<file path="config.mk">
export PLATFORM = sky130hd
export DESIGN_NAME = uart_piso_tx
export DESIGN_NICKNAME = d
export VERILOG_FILES = /design/src/rtl/uart_piso_tx.sv
export SDC_FILE = /design/constraint.sdc
export NUM_CORES = 1
export LEC_CHECK = 0
export ABC_CLOCK_PERIOD_IN_PS = 1780
export CAP_MARGIN = 40
export CORE_MARGIN = 2
export CORE_UTILIZATION = 27
export DETAILED_ROUTE_END_ITERATION = 10
export PLACE_DENSITY = 0.56
export SYNTH_ARGS = -nofsm -noshare
export SYNTH_HDL_FRONTEND = slang
export SYNTH_SLANG_ARGS = --single-unit
</file>
<file path="constraint.sdc">
create_clock -name clk -period 1.78 [get_ports clk]
set_input_delay 0.356 -clock clk [delete_from_list [all_inputs] [get_ports clk]]
set_output_delay 0.356 -clock clk [all_outputs]
set_load 0.01 [all_outputs]
</file>
<file path="src/rtl/uart_piso_tx.sv">
// ----------------------------------------------------------------------------
// uart_piso_tx
//   Parallel-in / serial-out stage that sits directly after the UART framer.
//   On a send request in IDLE it captures the 11-bit framed word together
//   with the frame length implied by parity_type / data_length / stop_bits,
//   then shifts the word LSB-first onto tx_out. Each bit is held for
//   CLKS_PER_BIT clocks. tx_out, active and done are all registered.
//
//   Optional feature (compile-time macro PISO_GUARD_BIT_EN):
//     defined   -> after the last bit the FSM spends CLKS_PER_BIT clocks in a
//                  GUARD state (line high, send ignored) before IDLE, which
//                  guarantees one idle bit time between frames.
//     undefined -> the FSM returns straight to IDLE after the last bit.
//
// Parameters
//   CLKS_PER_BIT  clocks per bit time (>= 2)
//   CNT_W         baud counter width, 2**CNT_W >= CLKS_PER_BIT
//
// Ports
//   clk          in   system clock, rising edge
//   rst          in   synchronous reset, active low
//   frame_in     in   [10:0] framed word, bit0 = start bit
//   parity_type  in   [1:0] 01 odd, 10 even, 00/11 none
//   data_length  in   0 = 7 data bits, 1 = 8 data bits
//   stop_bits    in   0 = 1 stop bit, 1 = 2 stop bits
//   send         in   level request, only looked at in IDLE
//   tx_out       out  serial line, idles high
//   active       out  high while a frame is being shifted out
//   done         out  one-clock pulse at frame completion
// ----------------------------------------------------------------------------
module uart_piso_tx #(
    parameter int CLKS_PER_BIT = 5208,
    parameter int CNT_W        = 13
) (
    input  logic        clk,
    input  logic        rst,
    input  logic [10:0] frame_in,
    input  logic [1:0]  parity_type,
    input  logic        data_length,
    input  logic        stop_bits,
    input  logic        send,
    output logic        tx_out,
    output logic        active,
    output logic        done
);

    localparam logic [CNT_W-1:0] BAUD_LAST = CNT_W'(CLKS_PER_BIT - 1);

    typedef enum logic [1:0] {
        S_IDLE  = 2'd0,
        S_TX    = 2'd1
`ifdef PISO_GUARD_BIT_EN
        ,
        S_GUARD = 2'd2
`endif
    } state_e;

    state_e            state_q, state_d;
    logic [10:0]       shreg_q, shreg_d;     // bits still to be sent, next at [0]
    logic [3:0]        len_q, len_d;         // latched frame length N
    logic [3:0]        bit_cnt_q, bit_cnt_d; // index of the bit now on the line
    logic [CNT_W-1:0]  baud_cnt_q, baud_cnt_d;
    logic              tx_q, tx_d;
    logic              active_q, active_d;
    logic              done_q, done_d;

    // Frame length: start + data + optional parity + stop bits (9..12).
    function automatic logic [3:0] frame_len(input logic [1:0] pt,
                                             input logic       dl,
                                             input logic       sb);
        logic [3:0] n;
        n = 4'd1 + (dl ? 4'd8 : 4'd7)
                 + ((pt == 2'b01 || pt == 2'b10) ? 4'd1 : 4'd0)
                 + (sb ? 4'd2 : 4'd1);
        return n;
    endfunction

    logic last_bit;
    logic baud_wrap;

    assign baud_wrap = (baud_cnt_q == BAUD_LAST);
    assign last_bit  = (bit_cnt_q == (len_q - 4'd1));

    always_comb begin
        state_d    = state_q;
        shreg_d    = shreg_q;
        len_d      = len_q;
        bit_cnt_d  = bit_cnt_q;
        baud_cnt_d = baud_cnt_q;
        tx_d       = tx_q;
        active_d   = active_q;
        done_d     = 1'b0;

        case (state_q)
            S_IDLE: begin
                tx_d     = 1'b1;
                active_d = 1'b0;
                if (send) begin
                    // Start bit goes out on the accepting edge; the rest of
                    // the word waits in the shift register. The top is
                    // back-filled with 1 so a 12th bit reads as a stop bit.
                    shreg_d    = {1'b1, frame_in[10:1]};
                    len_d      = frame_len(parity_type, data_length, stop_bits);
                    tx_d       = frame_in[0];
                    active_d   = 1'b1;
                    baud_cnt_d = '0;
                    bit_cnt_d  = 4'd0;
                    state_d    = S_TX;
                end
            end

            S_TX: begin
                if (baud_wrap) begin
                    baud_cnt_d = '0;
                    if (last_bit) begin
                        tx_d     = 1'b1;
                        active_d = 1'b0;
                        done_d   = 1'b1;
                        shreg_d  = '1;
`ifdef PISO_GUARD_BIT_EN
                        state_d  = S_GUARD;
`else
                        state_d  = S_IDLE;
`endif
                    end else begin
                        bit_cnt_d = bit_cnt_q + 4'd1;
                        tx_d      = shreg_q[0];
                        shreg_d   = {1'b1, shreg_q[10:1]};
                    end
                end else begin
                    baud_cnt_d = baud_cnt_q + 1'b1;
                end
            end

`ifdef PISO_GUARD_BIT_EN
            // One full bit time of idle line; baud_cnt was cleared on entry.
            S_GUARD: begin
                tx_d     = 1'b1;
                active_d = 1'b0;
                if (baud_wrap) begin
                    baud_cnt_d = '0;
                    state_d    = S_IDLE;
                end else begin
                    baud_cnt_d = baud_cnt_q + 1'b1;
                end
            end
`endif

            default: begin
                state_d  = S_IDLE;
                tx_d     = 1'b1;
                active_d = 1'b0;
            end
        endcase
    end

    always_ff @(posedge clk) begin
        if (!rst) begin
            state_q    <= S_IDLE;
            shreg_q    <= '1;
            len_q      <= 4'd0;
            bit_cnt_q  <= 4'd0;
            baud_cnt_q <= '0;
            tx_q       <= 1'b1;
            active_q   <= 1'b0;
            done_q     <= 1'b0;
        end else begin
            state_q    <= state_d;
            shreg_q    <= shreg_d;
            len_q      <= len_d;
            bit_cnt_q  <= bit_cnt_d;
            baud_cnt_q <= baud_cnt_d;
            tx_q       <= tx_d;
            active_q   <= active_d;
            done_q     <= done_d;
        end
    end

    assign tx_out = tx_q;
    assign active = active_q;
    assign done   = done_q;

endmodule
</file>
# == Word-level counts from Yosys, hierarchy flattened ==
# Cells that the tools add are included.
# classes
n_addsub,6
mux,27
reduce_logical,10
n_eq_ne,9
# op_table
cell,count
$mux 13,2
$pmux 13 s2,1
$mux 11,2
$pmux 11 s2,1
$mux 4,4
$add 13x1->13 const B,1
$eq 13x13->1 const B,1
$mux 10,1
$reduce_and 3->1,3
$mux 1,8
$mux 2,4
$ne 2x2->1 const B,4
$pmux 4 s2,1
$reduce_and 2->1,3
$add 1x4->4 const A,1
$add 4x1->4,1
$add 4x1->4 const B,1
$add 4x2->4,1
$eq 2x1->1 const B,2
$eq 4x4->1,1
$pmux 1 s2,2
$pmux 2 s2,1
$reduce_and 4->1,1
$sub 4x1->4 const B,1
4 further kinds,4
# totals
wordCells,60
output_inout_bits,3
reg_bits,37
in_bits,18

# == Depth between registers and ports, before layout ==
# depth
ltp_word,5
mapped_depth,9
ltp_nobuf,9

# == Worst setup path before layout ==
# OpenSTA, ideal clock, no wires.
# synth_path
path_kind,reg-to-reg
from,register len_q[0]
to,register shreg_q[2]
required_time_ns,1.701
path_buffers,1
slack_ns,-0.172
synth_period_minus_slack_ns,1.952
setup_time_ns,0.079
path_stages_with_launch,9
arrival_ns,1.873
path_cell_list,dfxtp_1 -> inv_1 -> ha_1 -> xor2_1 -> nand3_1 -> o21ai_0 -> clkbuf_1 -> o22ai_1 -> o211ai_1
# synth_between
elab_chain_cells,5
# synth_lines
item,line,rtl
start: declaration,60,"logic [3:0] len_q, len_d;"
start signal: assignment,170,len_q <= len_d;
$sub 4x1->4,82,assign last_bit = (bit_cnt_q == (len_q - 4'd1));
$eq 4x4->1,82,
$mux 10,115,if (last_bit) begin
$mux 11,113,if (baud_wrap) begin
$pmux 11 s2,94,case (state_q)
end signal: assignment,169,shreg_q <= shreg_d;
end: declaration,59,"logic [10:0] shreg_q, shreg_d;"
# No other way between the ends. The select of a mux whose other input is x is not followed.
# A chain may end at the register's enable or synchronous reset.

# == Worst setup path in the final report ==
# layout_path
from,register baud_cnt_q[8]
to,register baud_cnt_q[6]
# layout_between
elab_chain_cells,3
# layout_lines
item,line,rtl
start: declaration,62,"logic [CNT_W-1:0] baud_cnt_q, baud_cnt_d;"
start signal: assignment,172,baud_cnt_q <= baud_cnt_d;
$eq 13x13->1,81,assign baud_wrap = (baud_cnt_q == BAUD_LAST);
$mux 13,113,
$pmux 13 s2,94,
# No other way between the ends.

==> results.json <==
{
  "die_x_um": 85.6,
  "placed_area_mm2": 0.00237,
  "multi_input_area_mm2": 0.00115,
  "dr.pass1.iters": 4,
  "grt_overflow": 0,
  "endpoint_kind": "flip-flop",
  "drive_gt1_frac": 0.346,
  "synth_area_leaders": "dfxtp_1 (39%), ha_1 (5.6%), nand2_1 (4.2%)",
  "clock.fmax_mhz": 523,
  "outcome": "finished, violations left",
  "power_density_mw_per_mm2": 779,
  "syn2layout_area_growth_pct": 51.2,
  "clock_latency_ns": 0.29,
  "synthArstFlopShare": 0,
  "netlist_area_mm2": 0.00180,
  "seq_area_um2": 709,
  "dieArea_mm2": 0.00733,
  "grt_use_met3": 0.0221,
  "synthDominantCellAreaShare": 0.389,
  "hold_slack_ns": 0.485,
  "grt_pass1_vias": 1628,
  "port_buffers": 20,
  "finalNonFillerCells": 349,
  "min_period_ns": 1.91,
  "grt_pass1_wl_um": 7210,
  "globalplace.congestion": 0.776,
  "grt_util_all_layers": 0.122,
  "ant_nets": 0,
  "synth_nets": 229,
  "synth_edf_count": 0,
  "io_pins": 21,
  "setup-tns-final_ns": -1.20,
  "nNetsFinal": 297,
  "critPathMaxStageDelay_ns": 0.56,
  "cts_root_buffer": "clkbuf_8",
  "fin_skew_ns": 0.00332,
  "ys.flop_type": "dfxtp_1",
  "cp.buffers_inverters": 1,
  "cts.reportedPaths.clkPinSlew_ns": 0.08,
  "drt_iter0_markers": 73,
  "finalInstanceArea_mm2": 0.00272,
  "drv_cap": 0,
  "ys_seq_area_frac": 0.389,
  "synth_top_cell_by_area": "dfxtp_1",
  "timing.final.crit_share": 1.07,
  "met1_usage": 0.150,
  "grt_max_degree": 19,
  "synth_seq_cells": 35,
  "cp_slowest_cell": "or4b_4",
  "violations": "negative setup slack",
  "clkSinkCount": 35,
  "yosysWarnings": 0,
  "coreArea_mm2": 0.00639,
  "antenna_found_initial": 0,
  "slew_headroom": 0.688,
  "ys_types": 47,
  "nFillCells": 644,
  "wl_per_cell_um": 13.2,
  "crit_type": "flip-flop to flip-flop",
  "hold_viol_final": 0,
  "rows": 29,
  "cts_htree_levels": 2,
  "num_antenna_cells": 0,
  "die_h_um": 85.6,
  "viasPerCell": 5.05,
  "met2_usage": 0.210,
  "netlist_instances": 203,
  "start_kind": "flip-flop",
  "gr-max-usage-layer": "met2",
  "hold_buffers": 0,
  "cts_tree": "yes",
  "tightest_slew_ns": 0.465,
  "cts_buffers": 5,
  "cts_buffer_depth": 2,
  "totalWireLength_um": 4620,
  "placed_cells": 333,
  "via_count": 1764,
  "p_leak_nw": 1.16,
  "avgSynthCellArea_um2": 8.86,
  "drc": 0,
  "initial_core_util": 0.282,
  "rsz0062_at_grt": "yes",
  "p_total_mw": 2.12,
  "drv_slew": 0,
  "critPathTopFamily": "simple AND/OR/NAND/NOR gates",
  "holdCritPathClass": "flip-flop to flip-flop",
  "dp_hpwl_um": 3120,
  "max-vdd-ir-drop_v": 0.000388,
  "worst_ep_required_time_ns": 1.96,
  "path_max_fanout": 7,
  "worstPathArrival_ns": 2.10,
  "postLayoutSetupSlackWorst_ns": -0.133,
  "final-setup-viol-count": 24,
  "crit_chain": "or4b_4 -> buf_4 -> nor3_4 -> nor2_4 -> and3_1 -> o221a_2"
}
-- layout make-up --
type,instances,share of cell area
clock buffers,5,0.0253
inverters,10,0.0138
repair buffers,69,0.216
clock inverters,3,0.0248
multi-input cells,150,0.424
flip-flops and latches,35,0.261
well taps,77,0.0354
-- through the flow --
| step | utilization | worst slack [ns] |
|---|---|---|
| 6_report | 0.426 | -0.133 |
| 2_1_floorplan | - | -0.00509 |
| 5_1_grt | 0.426 | -0.170 |
| 4_1_cts | 0.396 | -0.107 |
| 3_5_place_dp | 0.372 | -0.379 |
| 3_3_place_gp | 0.372 | -0.344 |
-- cells by family (layout without fill, tap and decap cells) --
group,Yosys count,in the layout,synth area share
buffers and inverters,19,87,0.0542
multiplexers,2,2,0.0111
XOR/XNOR,8,8,0.0487
AND/OR/NAND/NOR,71,71,0.203
adder cells (fa/ha/maj),8,8,0.0556
flip-flops,35,35,0.389
AO/OA/AOI/OAI,60,61,0.238
-- placed cells by master (no fill, tap or decap), drive strengths merged, types with 2 or more instances in the layout --
cell type      netlist  final
buf                  3     49
dfxtp               35     35
nand2               20     20
clkdlybuf4s50        0     18
nor2                15     15
a21oi               12     12
o211ai              10     10
o22ai               10     10
nand3                9      9
inv                  9      9
o21ai                8      8
ha                   8      8
nor3                 6      6
clkbuf               6      5
and3                 5      5
a311oi               4      4
xor2                 4      4
xnor2                3      3
o31ai                3      3
or3                  3      3
nor2b                3      3
a31oi                3      3
nor3b                2      2
a21boi               1      2
mux2i                2      2
bufinv               0      2
dlymetal6s2s         0      2
-- sequential cells by signal, indices dropped and copies added (netlist names) --
register and cells:
active 1, baud_cnt_q 13, bit_cnt_q 4, done 1, len_q 4, shreg_q 10
state_q 1, tx_out 1
-- power breakdown --
| group | total [mW] | switching [mW] | internal (mW) |
|---|---|---|---|
| clock | 0.863 | 0.304 | 0.559 |
| combinational | 0.413 | 0.196 | 0.217 |
| sequential | 0.842 | 0.0218 | 0.820 |
| total | 2.12 | 0.522 | 1.60 |
-- per-layer routing --
layer | wire (um) | part of all wire | up-vias
met5 | 0 | 0 | -
met4 | 67 | 0.015 | 0
met3 | 131 | 0.028 | 6
met2 | 2250 | 0.49 | 26
met1 | 2170 | 0.47 | 845
li1 | - | - | 887
-- final timing paths --
| kind | start | endpoint | slack, ns | depth (start not counted) |
|---|---|---|---|---|
| worst min register to register | shreg_q[7] | shreg_q[7] | 0.49 | 2 |
| worst max register to register | baud_cnt_q[8] | baud_cnt_q[6] | -0.13 | 6 |
| worst min-delay path | shreg_q[7] | shreg_q[7] | 0.49 | 2 |
| worst max-delay path | baud_cnt_q[8] | baud_cnt_q[6] | -0.13 | 6 |
-- tightest hold or removal path, stage by stage (launching register included) --
cell,delay (ns)
dfxtp_1,0.33
nand2_1,0.05
o211ai_1,0.07
-- synth_stat cells (2+ instances only) --
cell,n
clkbuf_1,5
a31oi_1,3
nor3_1,5
nor3b_1,2
o22ai_1,10
and3_1,5
nand2_1,20
o211ai_1,10
ha_1,8
a21oi_1,12
nand3_1,9
mux2i_1,2
or3_1,3
dfxtp_1,35
nor2b_1,3
a311oi_1,4
o21ai_0,8
xor2_1,4
inv_1,9
xnor2_1,3
nor2_1,15
o31ai_1,2
buf_6,2
-- timing repair --
action	in CTS	in global routing
pin swaps	1	19
gates resized for setup	3	30
buffers inserted	0	7
gates cloned	0	1
endpoints found under the hold margin	0	0
endpoints found under the setup margin	19	26
(Power assumes the default switching activity.)
